==> src/rtl/regbank_pkg.sv <==
// Shared types and constants for the register-bank burst reader.
// Optional feature macro used by this slice: REGBANK_CLEAR_ON_READ_EN.
package regbank_pkg;

    typedef enum logic {
        IDLE   = 1'b0,
        STREAM = 1'b1
    } state_t;

    localparam int unsigned DATA_W_DEF = 8;
    localparam int unsigned DEPTH_DEF  = 8;

    // Address width for a power-of-two depth (log2 of depth).
    function automatic int unsigned addr_w(input int unsigned depth);
        int unsigned w;
        w = 0;
        for (int unsigned i = 0; i < 31; i++) begin
            if ((32'd1 << i) < depth) begin
                w = i + 1;
            end
        end
        return w;
    endfunction

endpackage

==> src/rtl/regbank_burst_reader_storage.sv <==
// DFF word array with one write port, one clear port and a combinational read port.
// The clear port is only driven by the top when REGBANK_CLEAR_ON_READ_EN is defined.
module regbank_storage
    import regbank_pkg::*;
#(
    parameter int unsigned DATA_W = DATA_W_DEF,
    parameter int unsigned DEPTH  = DEPTH_DEF,
    parameter int unsigned ADDR_W = addr_w(DEPTH)
) (
    input  logic              clk,
    input  logic              reset,
    input  logic              wr_en_i,
    input  logic [ADDR_W-1:0] wr_addr_i,
    input  logic [DATA_W-1:0] wr_data_i,
    input  logic              clr_en_i,
    input  logic [ADDR_W-1:0] clr_addr_i,
    input  logic [ADDR_W-1:0] rd_addr_i,
    output logic [DATA_W-1:0] rd_data_o
);

    logic [DATA_W-1:0] bank_q [DEPTH];

    // Storage update: clear first, write second so a same-address write wins.
    always_ff @(posedge clk) begin
        if (reset) begin
            bank_q <= '{default: '0};
        end else begin
            if (clr_en_i) begin
                bank_q[clr_addr_i] <= '0;
            end
            if (wr_en_i) begin
                bank_q[wr_addr_i] <= wr_data_i;
            end
        end
    end

    assign rd_data_o = bank_q[rd_addr_i];

endmodule

==> src/rtl/regbank_burst_reader.sv <==
// Burst reader over a small DFF register bank: streams a wrapping address
// range out over valid/ready. Presented words are registered snapshots.
// Macro REGBANK_CLEAR_ON_READ_EN: clear each word as it transfers.
module regbank_burst_reader
    import regbank_pkg::*;
#(
    parameter int unsigned DATA_W = DATA_W_DEF,
    parameter int unsigned DEPTH  = DEPTH_DEF,
    parameter int unsigned ADDR_W = addr_w(DEPTH)
) (
    input  logic              clk,
    input  logic              reset,
    input  logic              wr_en,
    input  logic [ADDR_W-1:0] wr_addr,
    input  logic [DATA_W-1:0] wr_data,
    input  logic              rd_start,
    input  logic [ADDR_W-1:0] rd_base,
    input  logic [ADDR_W:0]   rd_len,
    output logic              out_valid,
    input  logic              out_ready,
    output logic [DATA_W-1:0] out_data,
    output logic [ADDR_W-1:0] out_addr,
    output logic              out_last,
    output logic              busy
);

    localparam logic [ADDR_W:0]   LEN_MAX  = (ADDR_W + 1)'(DEPTH);
    localparam logic [ADDR_W:0]   CNT_ONE  = (ADDR_W + 1)'(1);
    localparam logic [ADDR_W-1:0] ADDR_ONE = ADDR_W'(1);

    state_t              state_q, state_d;
    logic                out_valid_q, out_valid_d;
    logic [DATA_W-1:0]   out_data_q, out_data_d;
    logic [ADDR_W-1:0]   out_addr_q, out_addr_d;
    logic                out_last_q, out_last_d;
    // Words still to present after the one currently on the outputs.
    logic [ADDR_W:0]     rem_q, rem_d;

    logic [ADDR_W:0]     len_eff;
    logic [ADDR_W-1:0]   rd_addr;
    logic [DATA_W-1:0]   rd_data;
    logic                xfer;
    logic                clr_en;

    assign len_eff = (rd_len > LEN_MAX) ? LEN_MAX : rd_len;
    assign xfer    = (state_q == STREAM) && out_valid_q && out_ready;
    // In IDLE the bank is read at the burst base; while streaming, at the next address.
    assign rd_addr = (state_q == IDLE) ? rd_base : (out_addr_q + ADDR_ONE);

`ifdef REGBANK_CLEAR_ON_READ_EN
    assign clr_en = xfer;
`else
    assign clr_en = 1'b0;
`endif

    regbank_storage #(
        .DATA_W (DATA_W),
        .DEPTH  (DEPTH),
        .ADDR_W (ADDR_W)
    ) u_storage (
        .clk        (clk),
        .reset      (reset),
        .wr_en_i    (wr_en),
        .wr_addr_i  (wr_addr),
        .wr_data_i  (wr_data),
        .clr_en_i   (clr_en),
        .clr_addr_i (out_addr_q),
        .rd_addr_i  (rd_addr),
        .rd_data_o  (rd_data)
    );

    // Next-state and output-register load logic for the burst FSM.
    always_comb begin
        state_d     = state_q;
        out_valid_d = out_valid_q;
        out_data_d  = out_data_q;
        out_addr_d  = out_addr_q;
        out_last_d  = out_last_q;
        rem_d       = rem_q;
        case (state_q)
            IDLE: begin
                if (rd_start && (rd_len != '0)) begin
                    state_d     = STREAM;
                    out_valid_d = 1'b1;
                    out_data_d  = rd_data;
                    out_addr_d  = rd_base;
                    out_last_d  = (len_eff == CNT_ONE);
                    rem_d       = len_eff - CNT_ONE;
                end
            end
            STREAM: begin
                if (xfer) begin
                    if (out_last_q) begin
                        state_d     = IDLE;
                        out_valid_d = 1'b0;
                        out_last_d  = 1'b0;
                    end else begin
                        out_data_d = rd_data;
                        out_addr_d = out_addr_q + ADDR_ONE;
                        out_last_d = (rem_q == CNT_ONE);
                        rem_d      = rem_q - CNT_ONE;
                    end
                end
            end
            default: begin
                state_d = IDLE;
            end
        endcase
    end

    // State and output registers with synchronous reset.
    always_ff @(posedge clk) begin
        if (reset) begin
            state_q     <= IDLE;
            out_valid_q <= 1'b0;
            out_data_q  <= '0;
            out_addr_q  <= '0;
            out_last_q  <= 1'b0;
            rem_q       <= '0;
        end else begin
            state_q     <= state_d;
            out_valid_q <= out_valid_d;
            out_data_q  <= out_data_d;
            out_addr_q  <= out_addr_d;
            out_last_q  <= out_last_d;
            rem_q       <= rem_d;
        end
    end

    assign out_valid = out_valid_q;
    assign out_data  = out_data_q;
    assign out_addr  = out_addr_q;
    assign out_last  = out_last_q;
    assign busy      = (state_q == STREAM);

endmodule
==> config.mk <==
export PLATFORM = sky130hd
export DESIGN_NAME = regbank_burst_reader
export DESIGN_NICKNAME = d
export VERILOG_FILES = /design/src/rtl/regbank_pkg.sv /design/src/rtl/regbank_burst_reader_storage.sv /design/src/rtl/regbank_burst_reader.sv
export SDC_FILE = /design/constraint.sdc
export NUM_CORES = 1
export LEC_CHECK = 0
export CAP_MARGIN = 20
export CORE_MARGIN = 8
export CORE_UTILIZATION = 40
export DETAILED_ROUTE_END_ITERATION = 10
export GPL_TIMING_DRIVEN = 0
export PLACE_DENSITY_LB_ADDON = 0.12
export SYNTH_ARGS = -nofsm -noshare
export SYNTH_HDL_FRONTEND = slang
export SYNTH_SLANG_ARGS = --single-unit
export TNS_END_PERCENT = 100
==> constraint.sdc <==
create_clock -name clk -period 3.4 [get_ports clk]
set_clock_uncertainty 0.2 [all_clocks]
set_input_delay 0.34 -clock clk [delete_from_list [all_inputs] [get_ports clk]]
set_output_delay 0.34 -clock clk [all_outputs]
set_load 0.05 [all_outputs]
### After elaboration in Yosys (flattened, before gate mapping)

Index checks and enable logic that the tools add are counted.

* flip-flop bits (word level): 82
* logic and storage cells: 72

* $add $sub $neg: 3
* magnitude comparators: 4
* eq/ne operators: 6
* multiplexer cells: 34
* bitwise gates (word level): 3
* reductions and logical operators: 8

Operator list (number)
* 2-to-1 mux 64 bit: 2
* bitwise mux 64 bit: 1
* 2-to-1 mux 8 bit: 6
* binary-select mux 8 bit (select 3 bit): 1
* demux 8 bit (select 3 bit): 1
* 2-to-1 mux 4 bit: 4
* case mux 8 bit (2 select lines): 1
* 2-to-1 mux 3 bit: 4
* 2-to-1 mux 1 bit: 9
* == test 4 x 1 -> 1 bit (second input constant): 2
* greater-or-equal comparator 4 bit (second input constant): 2
* NOT 3 -> 4 bit: 2
* case mux 4 bit (2 select lines): 1
* subtractor 4 x 1 -> 4 bit (second input constant): 2
* inequality test 2 x 1 -> 1 bit (second input constant): 3
* case mux 1 bit (2 select lines): 3
* case mux 3 bit (2 select lines): 1
* AND reduction 3 bit: 2
* greater-than comparator 4 bit (second input constant): 1
* logical AND 1 bit: 4
* < comparator 4 x 1 -> 1 bit (second input constant): 1
* nonzero test 4 bit: 1
* adder 3 x 1 -> 3 bit (second input constant): 1
* inequality test 2 bit (second input constant): 1
* other kinds (2): 2

### Depth between registers and ports, before layout

Gate-level depths: netlist (run 1).

* depth in word-level cells: 9
* gate-level depth with buffers: 6
* gate-level depth less buffers: 6

### By module

A second synthesis (run 1) with hierarchy kept.

* cells, all modules: 371
* area total of the unflattened synthesis: 3988.8 um^2

By module, submodules not included
* regbank_storage: times used 1, cells an instance 274, area each 3041.7 um^2, seq. area each 1281.2 um^2
* regbank_burst_reader: times used 1, cells an instance 97, area each 947.2 um^2, seq. area each 360.3 um^2

### Least setup slack after synthesis (run 1)

Ideal clock, no wire load.

* path kind: register to register
* start: register out_addr_q[0] (netlist: out_addr[0])
* end: register out_data_q[6] (netlist: out_data[6])
* setup time: 0.087 ns
* arrival: 1.866 ns
* setup slack: 1.247 ns
* stages on the path, launching flop included: 6
* path buffers: 0
* period minus slack after synthesis: 2.153 ns
* path through: dfxtp_1 -> ha_1 -> xor2_1 -> a31oi_2 -> a2bb2o_4 -> o31ai_1

* longest elaborated chain between the ends: 9
* elaborated cells between the ends (all ways): 10
* classes of those cells: add/sub (1); mux (8); bitwise (1)

Ends and longest elaborated chain
* start: declaration: RTL line regbank_burst_reader.sv:34 `logic [ADDR_W-1:0] out_addr_q, out_addr_d;`
* start signal: assignment: RTL line regbank_burst_reader.sv:124 `out_addr_q <= out_addr_d;`
* adder 3 x 1 -> 3 bit (*): RTL line regbank_burst_reader.sv:48 `assign rd_addr = (state_q == IDLE) ? rd_base : (out_addr_q + ADDR_ONE);`
* 2-to-1 mux 3 bit (*): RTL line regbank_burst_reader.sv:48
* NOT 3 -> 4 bit (implied by the code) (*): RTL line regbank_burst_reader_storage.sv:37 `assign rd_data_o = bank_q[rd_addr_i];`
* binary-select mux 8 bit (select 3 bit) (*): RTL line regbank_burst_reader_storage.sv:37
* 2-to-1 mux 8 bit (implied by the code) (*) (2 in a row): RTL line regbank_burst_reader_storage.sv:37
* 2-to-1 mux 8 bit: RTL line regbank_burst_reader.sv:93 `if (out_last_q) begin`
* 2-to-1 mux 8 bit: RTL line regbank_burst_reader.sv:92 `if (xfer) begin`
* case mux 8 bit (2 select lines) (*): RTL line regbank_burst_reader.sv:80 `case (state_q)`
* end signal: assignment: RTL line regbank_burst_reader.sv:123 `out_data_q <= out_data_d;`
* end: declaration: RTL line regbank_burst_reader.sv:33 `logic [DATA_W-1:0] out_data_q, out_data_d;`

Mark *: on every way between the ends. The rest lies on a longest branch, timed or not. The select of a mux whose other input is x is not followed.
A chain may end at the register's enable or synchronous reset.

### Worst setup path after layout (run 1)

* start: register state_q (netlist: busy)
* end: output port busy

RTL lines
* start: declaration: RTL line regbank_burst_reader.sv:31 `state_t state_q, state_d;`
* start signal: assignment: RTL line regbank_burst_reader.sv:121 `state_q <= state_d;`
* end: declaration: RTL line regbank_burst_reader.sv:24 `output logic busy`

No word-level cell between the ends.

==> qor.yml, run 1 <==
leakagePower_nw: 1.62
antenna_found_initial: 0
track_usage: 0.183
crit_start: "busy$_SDFF_PP0_"
async_reset_ff_frac: 0
netlist_top_cells_count: "nand2_1, dfxtp_1, a21oi_1"
die_h_um: 115
path_clk_slew_ns: 0.10
drive_above_1_share: 0.122
ys_seq_area_frac: 0.420
synth_warnings: 0
crit_buf_inv: 1
hp-class: "primary input to register"
rsz0062_at_grt: "no"
cts.path.max_buffers: 2
insertedDiodeCount: 0
required_ns: 2.86
pre_cts_ws_ns: 0.971
pwr-share-comb: 0.189
yosysTopAreaCellShare: 0.420
ys.flop_type: "dfxtp_1"
cp-start-kind: "register"
drtPass1Iterations: 5
status: "finished, final reports clean"
place_inst: 634
setup_viol: 0
grt_overflow: 0
synth_cell_types: 47
fin_nets: 540
wl_per_cell_um: 18.0
grt_pass1_wl_um: 18400
period_share: 0.659
cts_setup_buffers: 0
io_pins: 37
p_int_mw: 1.41
postRouteWirelength_um: 11700
clock_latency_ns: 0.36
clkSinkCount: 82
synthCells: 475
min_from: "wr_data[5]"
layout.cells.non_filler: 650
finalCriticalPeriod_ns: 2.24
powerDensity_nw_per_um2: 462
area_growth_pct: 15.7
cts_resized: 0
ys_ff_latch: 82
fin_total_pwr_mw: 2.09
crit_chain: "clkdlybuf4s50_1"
dr.first_iter.drc_count: 197
power_switching_share: 0.324
synth_largest_area_cell: "dfxtp_1"
numCtsBuffers: 9
cap_viol_max_count: 0
grt_pass1_vias: 3262
pwr-share-seq: 0.488
setup_slack_ns: 1.16
syn_area_per_cell_um2: 8.23
num_rows: 36
worstMarginPinSlew_ns: 0.974
via_per_inst: 5.26
post-synth-top-count-cell: "nand2_1"
num_vias: 3421
hold_buffers: 0
finalHoldViolations: 0
fin_setup_tns_ns: 0
cts_tree: "done"
fmax_ghz: 0.446
whs_ns: 0.145
path_max_fanout: 8
timing.rr.start: "out_addr[0]$_SDFFE_PP0P_"
critPathKind: "register to output pin"
synth.area.top_cells: "dfxtp_1, nand2_1, a21oi_1"
critPathSlowestCell: "clkdlybuf4s50_1"
hpwl_um: 8270
cts.htree.levels: 3
postRouteAntennaNets: 0
route.detailed.drc: 0
slowest_delay_ns: 0.86
syn_nets: 503
seq_area_um2: 1640
slew_viol_final: 0
path_delay_family: "buffers and inverters"
netSwitchingPower_mw: 0.678
arrival_ns: 1.70
numPortBuffers: 26
gp_congestion: 0.812
fillers: 995
maxSlewHeadroom: 0.345
grt_max_degree: 17
multi_input_area_um2: 2110
start_util: 0.406
mappedNetlistArea_um2: 3910
vdd_ir_drop_max_mv: 0.261
core_um2: 9640
cp-end-kind: "output pin"
clkPwrFrac: 0.323
die_area_um2: 13200
synth-edff-count: 0
cts.root.buffer_cell: "clkbuf_8"
r2r_setup_slack_ns: 1.18
die_w_um: 115
layout make-up:
type	instances	area share
inverter	4	0.00332
timing repair buffer	26	0.0575
sequential	82	0.363
clock inverter	7	0.0138
buffer	29	0.0324
clock buffer	9	0.0274
multi-input combinational	360	0.466
tap	133	0.0368
through the flow:
| step | util | instance area [µm²] |
|---|---|---|
| after detailed placement | 0.450 | 4340 |
| after floorplan | - | 3910 |
| final | 0.469 | 4520 |
| after global placement | 0.450 | 4340 |
| after CTS | 0.469 | 4520 |
| after global routing | 0.469 | 4520 |
final timing paths:
kind / to / depth (start not counted)
worst max-delay path: busy / 1
worst min-delay path: u_storage.bank_q[61]$_SDFFE_PP0P_ / 3
worst max register to register: out_data[0]$_SDFFE_PP0P_ / 5
worst min register to register: u_storage.bank_q[9]$_SDFFE_PP0P_ / 2
power groups by stage:
stage	registers, mW	logic [mW]	clock network, mW
final	1.02	0.395	0.674
after global placement	1.04	0.394	0
after global routing	1.02	0.424	0.725
after detailed placement	1.04	0.395	0
after floorplan	1.09	0.212	0
after CTS	1.02	0.397	0.689
logic make-up (layout without fill, tap and decap cells):
| kind of cell | Yosys count | count (layout) | synth area share |
|---|---|---|---|
| AND/OR/NAND/NOR | 223 | 223 | 0.267 |
| AO/OA/AOI/OAI | 101 | 101 | 0.172 |
| flip-flops | 82 | 82 | 0.420 |
| buffers and inverters | 33 | 75 | 0.0413 |
| multiplexers | 28 | 28 | 0.0771 |
| adder cells (fa/ha/maj) | 5 | 5 | 0.0160 |
| XOR/XNOR | 3 | 3 | 0.00672 |
sequential cells by signal, indices dropped and copies added, names as in the netlist:
register and count:
out_data 8, out_addr 3, out_last 1, rem_q 4, u_storage.bank_q 64, out_valid 1, busy 1
routing by layer:
layer | share of wire | global-route usage
met1 | 0.49 | 0.257
met2 | 0.46 | 0.284
met3 | 0.045 | 0.0389
met4 | 0.0064 | 0.0298
met5 | 0 | 0
cell usage in the layout, fill, tap and decap left out, types with 5 or more instances in the layout:
| cell type | instances |
|---|---|
| dfxtp_1 | 82 |
| ha_1 | 5 |
| o41ai_2 | 7 |
| clkbuf_8 | 9 |
| a21oi_1 | 62 |
| mux2_1 | 9 |
| nand2b_1 | 10 |
| and3_1 | 14 |
| clkdlybuf4s50_1 | 26 |
| clkbuf_2 | 8 |
| nor2b_1 | 5 |
| nand3_1 | 12 |
| o22ai_1 | 10 |
| mux2i_1 | 11 |
| clkbuf_1 | 13 |
| a211oi_1 | 9 |
| nor2_1 | 22 |
| nand2_1 | 133 |
| nand3b_1 | 8 |
| mux2_2 | 8 |
Note: power is estimated with default switching activity, not from simulation.
==> inputs of run 2 (changes only) <==
Clock period 3.4 ns to 2 ns, I/O delays scaled along.
==> qor.yml, run 2 (synthesized netlist as in run 1, its figures left out) <==
status: "finished with violations"  # was finished, final reports clean
violations: "hold timing"
use_met2: 0.288  # was 0.284
path_delay_family: "buffers and inverters"  # unchanged
path_depth: 1  # unchanged
design_area_um2: 4820  # was 4520 µm²
hpwl_um: 8280  # was 8270 µm
postRouteAntennaNets: 0  # unchanged
grt_use_met1: 0.247  # was 0.257
dr.first_iter.drc_count: 303  # was 197
die_h_um: 115  # unchanged
final_cell_mix: "nand2_1, dfxtp_1, a21oi_1"  # unchanged
hold_depth: 3  # unchanged
cp-start-kind: "register"  # unchanged
drtPass1Iterations: 5  # unchanged
setup_slack_ns: 0.0399  # was 1.16 ns
reg2regPathDepth: 7  # was 5
cts.root.buffer_cell: "clkbuf_8"  # unchanged
final_common_cell: "nand2_1"  # unchanged
crit_chain: "clkdlybuf4s50_1"  # unchanged
arrival_ns: 1.56  # was 1.70 ns
cts_tree: "done"  # unchanged
period_share: 0.980
leakagePower_nw: 1.76  # was 1.62 nW
cts.path.max_buffers: 2  # unchanged
antenna_found_initial: 0  # unchanged
critPathKind: "register to output pin"  # unchanged
finalCriticalPeriod_ns: 1.96
seq_area_um2: 1650  # was 1640 µm²
num_vias: 3537  # was 3,421
grt_overflow: 0  # unchanged
use_met3: 0.0263  # was 0.0389
die_area_um2: 13200  # unchanged
start_util: 0.406  # unchanged
grt_max_degree: 15  # was 17
finalHoldViolations: 2  # was 0
fmax_ghz: 0.510
num_rows: 36  # unchanged
cp-endpoint: "out_data[2]"  # was busy
numPortBuffers: 26  # unchanged
powerDensity_nw_per_um2: 815  # was 462 nW/µm²
required_ns: 1.60  # was 2.86 ns
path_clk_slew_ns: 0.09  # was 0.10 ns
fillers: 963  # was 995
core_um2: 9640  # unchanged
crit_start: "out_data[2]$_SDFFE_PP0P_"  # was busy$_SDFF_PP0_
grt_pass1_vias: 3279  # was 3,262
slew_viol_final: 0  # unchanged
track_usage: 0.182  # was 0.183
timing.rr.start: "out_addr[0]$_SDFFE_PP0P_"  # unchanged
maxSlewHeadroom: 0.560  # was 0.345
io_pins: 37  # unchanged
fin_total_pwr_mw: 3.93  # was 2.09 mW
wl_per_cell_um: 18.1  # was 18.0 µm
multi_input_area_um2: 2260  # was 2110 µm²
area_growth_pct: 23.2  # was 15.7%
place_inst: 634  # unchanged
hp-class: "primary input to register"  # unchanged
postRouteWirelength_um: 11900  # was 11,700 µm
crit_buf_inv: 1  # unchanged
fin_nets: 544  # was 540
largest_reg_flops: 64  # unchanged
pre_cts_ws_ns: -0.247  # was 0.971 ns
grt_pass1_wl_um: 18200  # was 18,400 µm
path_max_fanout: 2  # was 8
numCtsBuffers: 9  # unchanged
insertedDiodeCount: 0  # unchanged
rr_endpoint: "out_data[0]$_SDFFE_PP0P_"  # unchanged
worstMarginPinSlew_ns: 0.660  # was 0.974 ns
r2r_setup_slack_ns: 0.04  # was 1.18 ns
clock_latency_ns: 0.36  # about the same
setup_viol: 0  # unchanged
whs_ns: -0.00158  # was 0.145 ns
via_per_inst: 5.41  # was 5.26
critPathSlowestCell: "clkdlybuf4s50_1"  # unchanged
cts.htree.levels: 3  # unchanged
cp-end-kind: "output pin"  # unchanged
route.detailed.drc: 0  # unchanged
layout.cells.non_filler: 654  # was 650
dpl_cell_area_um2: 4340  # about the same
gp_congestion: 0.843  # was 0.812
largest_register: "u_storage.bank_q"  # unchanged
die_w_um: 115  # unchanged
vdd_ir_drop_max_mv: 0.345  # was 0.261 mV
drive_above_1_share: 0.171  # was 0.122
cap_viol_max_count: 0  # unchanged
clkSinkCount: 82  # unchanged
grt.busiest_layer: "met2"  # unchanged
slowest_delay_ns: 0.82  # was 0.86 ns
==> run 2: how the worst min path moves through the flow <==
| stage | from | end |
|---|---|---|
| finish | wr_data[6] | u_storage.bank_q[62]$_SDFFE_PP0P_ |
| global route | wr_data[6] | u_storage.bank_q[62]$_SDFFE_PP0P_ |
| CTS | wr_data[6] | u_storage.bank_q[62]$_SDFFE_PP0P_ |
| detailed placement | u_storage.bank_q[43]$_SDFFE_PP0P_ | u_storage.bank_q[43]$_SDFFE_PP0P_ |
| global placement | u_storage.bank_q[42]$_SDFFE_PP0P_ | u_storage.bank_q[42]$_SDFFE_PP0P_ |
| floorplan | rd_start | busy$_SDFF_PP0_ |
==> run 2: area by class of cell <==
class,instances,share of cell area
plain buffers,29,0.0327
clock buffers,11,0.0314
clock inverters,5,0.0179
inverters,4,0.00312
multi-input cells,360,0.470
flip-flops and latches,82,0.342
well taps,133,0.0345
repair buffers,30,0.0683
==> run 2: power by group <==
part / internal (mW) / total [mW] / switching, mW
Clock: 0.778 / 1.43 / 0.647
Combinational: 0.291 / 0.762 / 0.470
Sequential: 1.69 / 1.74 / 0.0472
==> run 2: stage by stage <==
step / util / setup TNS, ns
6_report: 0.500 / 0
5_1_grt: 0.500 / -0.00852
4_1_cts: 0.483 / -0.247
3_5_place_dp: 0.450 / -7.40
3_3_place_gp: 0.450 / -5.79
2_1_floorplan: - / 0
==> run 2: layer usage <==
metal	vias to the layer above	share of wire
li1	1715	-
met1	1697	0.46
met2	109	0.47
met3	16	0.052
met4	0	0.015
met5	-	0
==> run 2: what timing repair did <==
action,CTS,global route
setup buffers,1,2
hold buffers,1,0
gates resized for setup,10,25
pin swaps,1,2
hold endpoints to repair,1,0
endpoints found under the setup margin,11,17
==> run 2: worst reg2reg max path, cell delays in order, from the launching register on <==
cell and delay [ns]:
dfxtp_2 0.34, ha_2 0.34, nand2b_4 0.18, nor2_1 0.20, a21oi_4 0.06, buf_12 0.16, o22ai_1 0.28, o41ai_2 0.09
==> inputs of run 3 (changes only) <==
Settings changed: CAP_MARGIN 20 to not set, MAX_ROUTING_LAYER set to met4.
==> qor.yml, run 3 (synthesized netlist as in run 1, its figures left out) <==
finalCriticalPeriod_ns: 1.97  # was 1.96 ns
numPortBuffers: 26  # unchanged
worstMarginPinSlew_ns: 0.665  # was 0.660 ns
drtPass1Iterations: 4  # was 5
via_per_inst: 5.38  # was 5.41
critPathSlowestCell: "clkdlybuf4s50_1"  # unchanged
leakagePower_nw: 1.76  # unchanged
die_area_um2: 13200  # unchanged
status: "finished, final reports clean"  # was finished with violations
cts.htree.levels: 3  # unchanged
core_um2: 9640  # unchanged
cts_tree: "done"  # unchanged
fin_total_pwr_mw: 3.93  # about the same
maxSlewHeadroom: 0.555  # was 0.560
path_clk_slew_ns: 0.09  # about the same
clkPwrFrac: 0.363  # about the same
largest_reg_flops: 64  # unchanged
wl_per_cell_um: 18.3  # was 18.1 µm
utilization: 0.500  # unchanged
antenna_found_initial: 0  # unchanged
hp-class: "primary input to register"  # unchanged
crit_chain: "clkdlybuf4s50_1"  # unchanged
track_usage: 0.188  # was 0.182
crit_buf_inv: 1  # unchanged
cp-start-kind: "register"  # unchanged
slowest_delay_ns: 0.83  # was 0.82 ns
layout.cells.non_filler: 654  # unchanged
cts.path.max_buffers: 2  # unchanged
final_common_cell: "nand2_1"  # unchanged
grt_max_degree: 15  # unchanged
fin_setup_tns_ns: 0  # unchanged
arrival_ns: 1.57  # was 1.56 ns
slew_viol_final: 0  # unchanged
power_switching_share: 0.297  # about the same
grt_pass1_vias: 3279  # unchanged
largest_register: "u_storage.bank_q"  # unchanged
clkSinkCount: 82  # unchanged
p_int_mw: 2.76  # about the same
grt_pass1_wl_um: 18200  # unchanged
grt_overflow: 0  # unchanged
num_rows: 36  # unchanged
drive_above_1_share: 0.171  # unchanged
vdd_ir_drop_max_mv: 0.344  # was 0.345 mV
period_share: 0.984  # was 0.980
dr.first_iter.drc_count: 292  # was 303
num_vias: 3521  # was 3,537
cap_viol_max_count: 0  # unchanged
postRouteWirelength_um: 12000  # was 11,900 µm
clock_latency_ns: 0.36  # about the same
setup_viol: 0  # unchanged
area_growth_pct: 23.2  # unchanged
route.detailed.drc: 0  # unchanged
postRouteAntennaNets: 0  # unchanged
die_h_um: 115  # unchanged
insertedDiodeCount: 0  # unchanged
cp-end-kind: "output pin"  # unchanged
fin_nets: 544  # unchanged
gp_congestion: 0.856  # was 0.843
io_pins: 37  # unchanged
setup_slack_ns: 0.0322  # was 0.0399 ns
path_max_fanout: 2  # unchanged
cts.root.buffer_cell: "clkbuf_8"  # unchanged
die_w_um: 115  # unchanged
start_util: 0.406  # unchanged
final_cell_mix: "nand2_1, dfxtp_1, a21oi_1"  # unchanged
numCtsBuffers: 9  # unchanged
place_inst: 634  # unchanged
fmax_ghz: 0.508  # was 0.510 GHz
finalHoldViolations: 0  # was 2
pwr-share-seq: 0.443  # about the same
powerDensity_nw_per_um2: 815  # about the same
fillers: 963  # unchanged
hpwl_um: 8280  # unchanged
pre_cts_ws_ns: -0.247  # unchanged
required_ns: 1.60  # about the same
path_delay_family: "buffers and inverters"  # unchanged
pwr-share-comb: 0.194  # about the same
netSwitchingPower_mw: 1.16  # about the same
critPathKind: "register to output pin"  # unchanged
==> run 3: layout make-up <==
type | count | area [µm²] | area share
sequential | 82 | 1650 | 0.342
clock buffer | 11 | 151 | 0.0314
inverter | 4 | 15.0 | 0.00312
clock inverter | 5 | 86.3 | 0.0179
buffer | 29 | 158 | 0.0327
multi-input combinational | 360 | 2260 | 0.470
tap | 133 | 166 | 0.0345
timing repair buffer | 30 | 329 | 0.0683
==> run 3: path summary, 6_finish.rpt <==
| path | from | end | slack (ns) | cells after the start |
|---|---|---|---|---|
| max | out_data[2]$_SDFFE_PP0P_ | out_data[2] | 0.03 | 1 |
| min reg2reg | u_storage.bank_q[32]$_SDFFE_PP0P_ | u_storage.bank_q[32]$_SDFFE_PP0P_ | 0.26 | 2 |
| max reg2reg | busy$_SDFF_PP0_ | out_data[0]$_SDFFE_PP0P_ | 0.04 | 6 |
| min | wr_data[6] | u_storage.bank_q[46]$_SDFFE_PP0P_ | 0.01 | 3 |
==> run 3: tightest hold or removal path, delay by kind of cell <==
family / cells / cell delay [ns]
buf+inv: 1 / 0.18
compound gates: 1 / 0.05
simple gates: 1 / 0.09
==> run 3: power groups by stage <==
stage	Combinational, mW	Sequential, mW	Clock (mW)
floorplan	0.361	1.85	0
global placement	0.664	1.77	0
detailed placement	0.670	1.77	0
CTS	0.704	1.74	1.44
global route	0.812	1.75	1.51
finish	0.764	1.74	1.42
==> run 3: metrics by stage <==
| stage | cell area (µm²) | hold WS, ns |
|---|---|---|
| finish | 4820 | 0.0110 |
| global route | 4820 | 0.0123 |
| CTS | 4650 | 0.00605 |
| detailed placement | 4340 | 0.246 |
| global placement | 4340 | 0.238 |
| floorplan | 3910 | 0.156 |
==> run 3: repair_timing <==
action / CTS / global route
hold buffers: 1 / 0
pin swaps: 1 / 2
endpoints found under the hold margin: 1 / 0
resized for setup: 10 / 25
endpoints found under the setup margin: 11 / 17
buffers inserted: 1 / 2
==> run 3: metal layers <==
layer,share of wire,wire (µm),GRT usage
met1,0.48,5710,0.249
met2,0.47,5650,0.288
met3,0.035,423,0.0236
met4,0.014,172,0.0657
met5,0,0,-
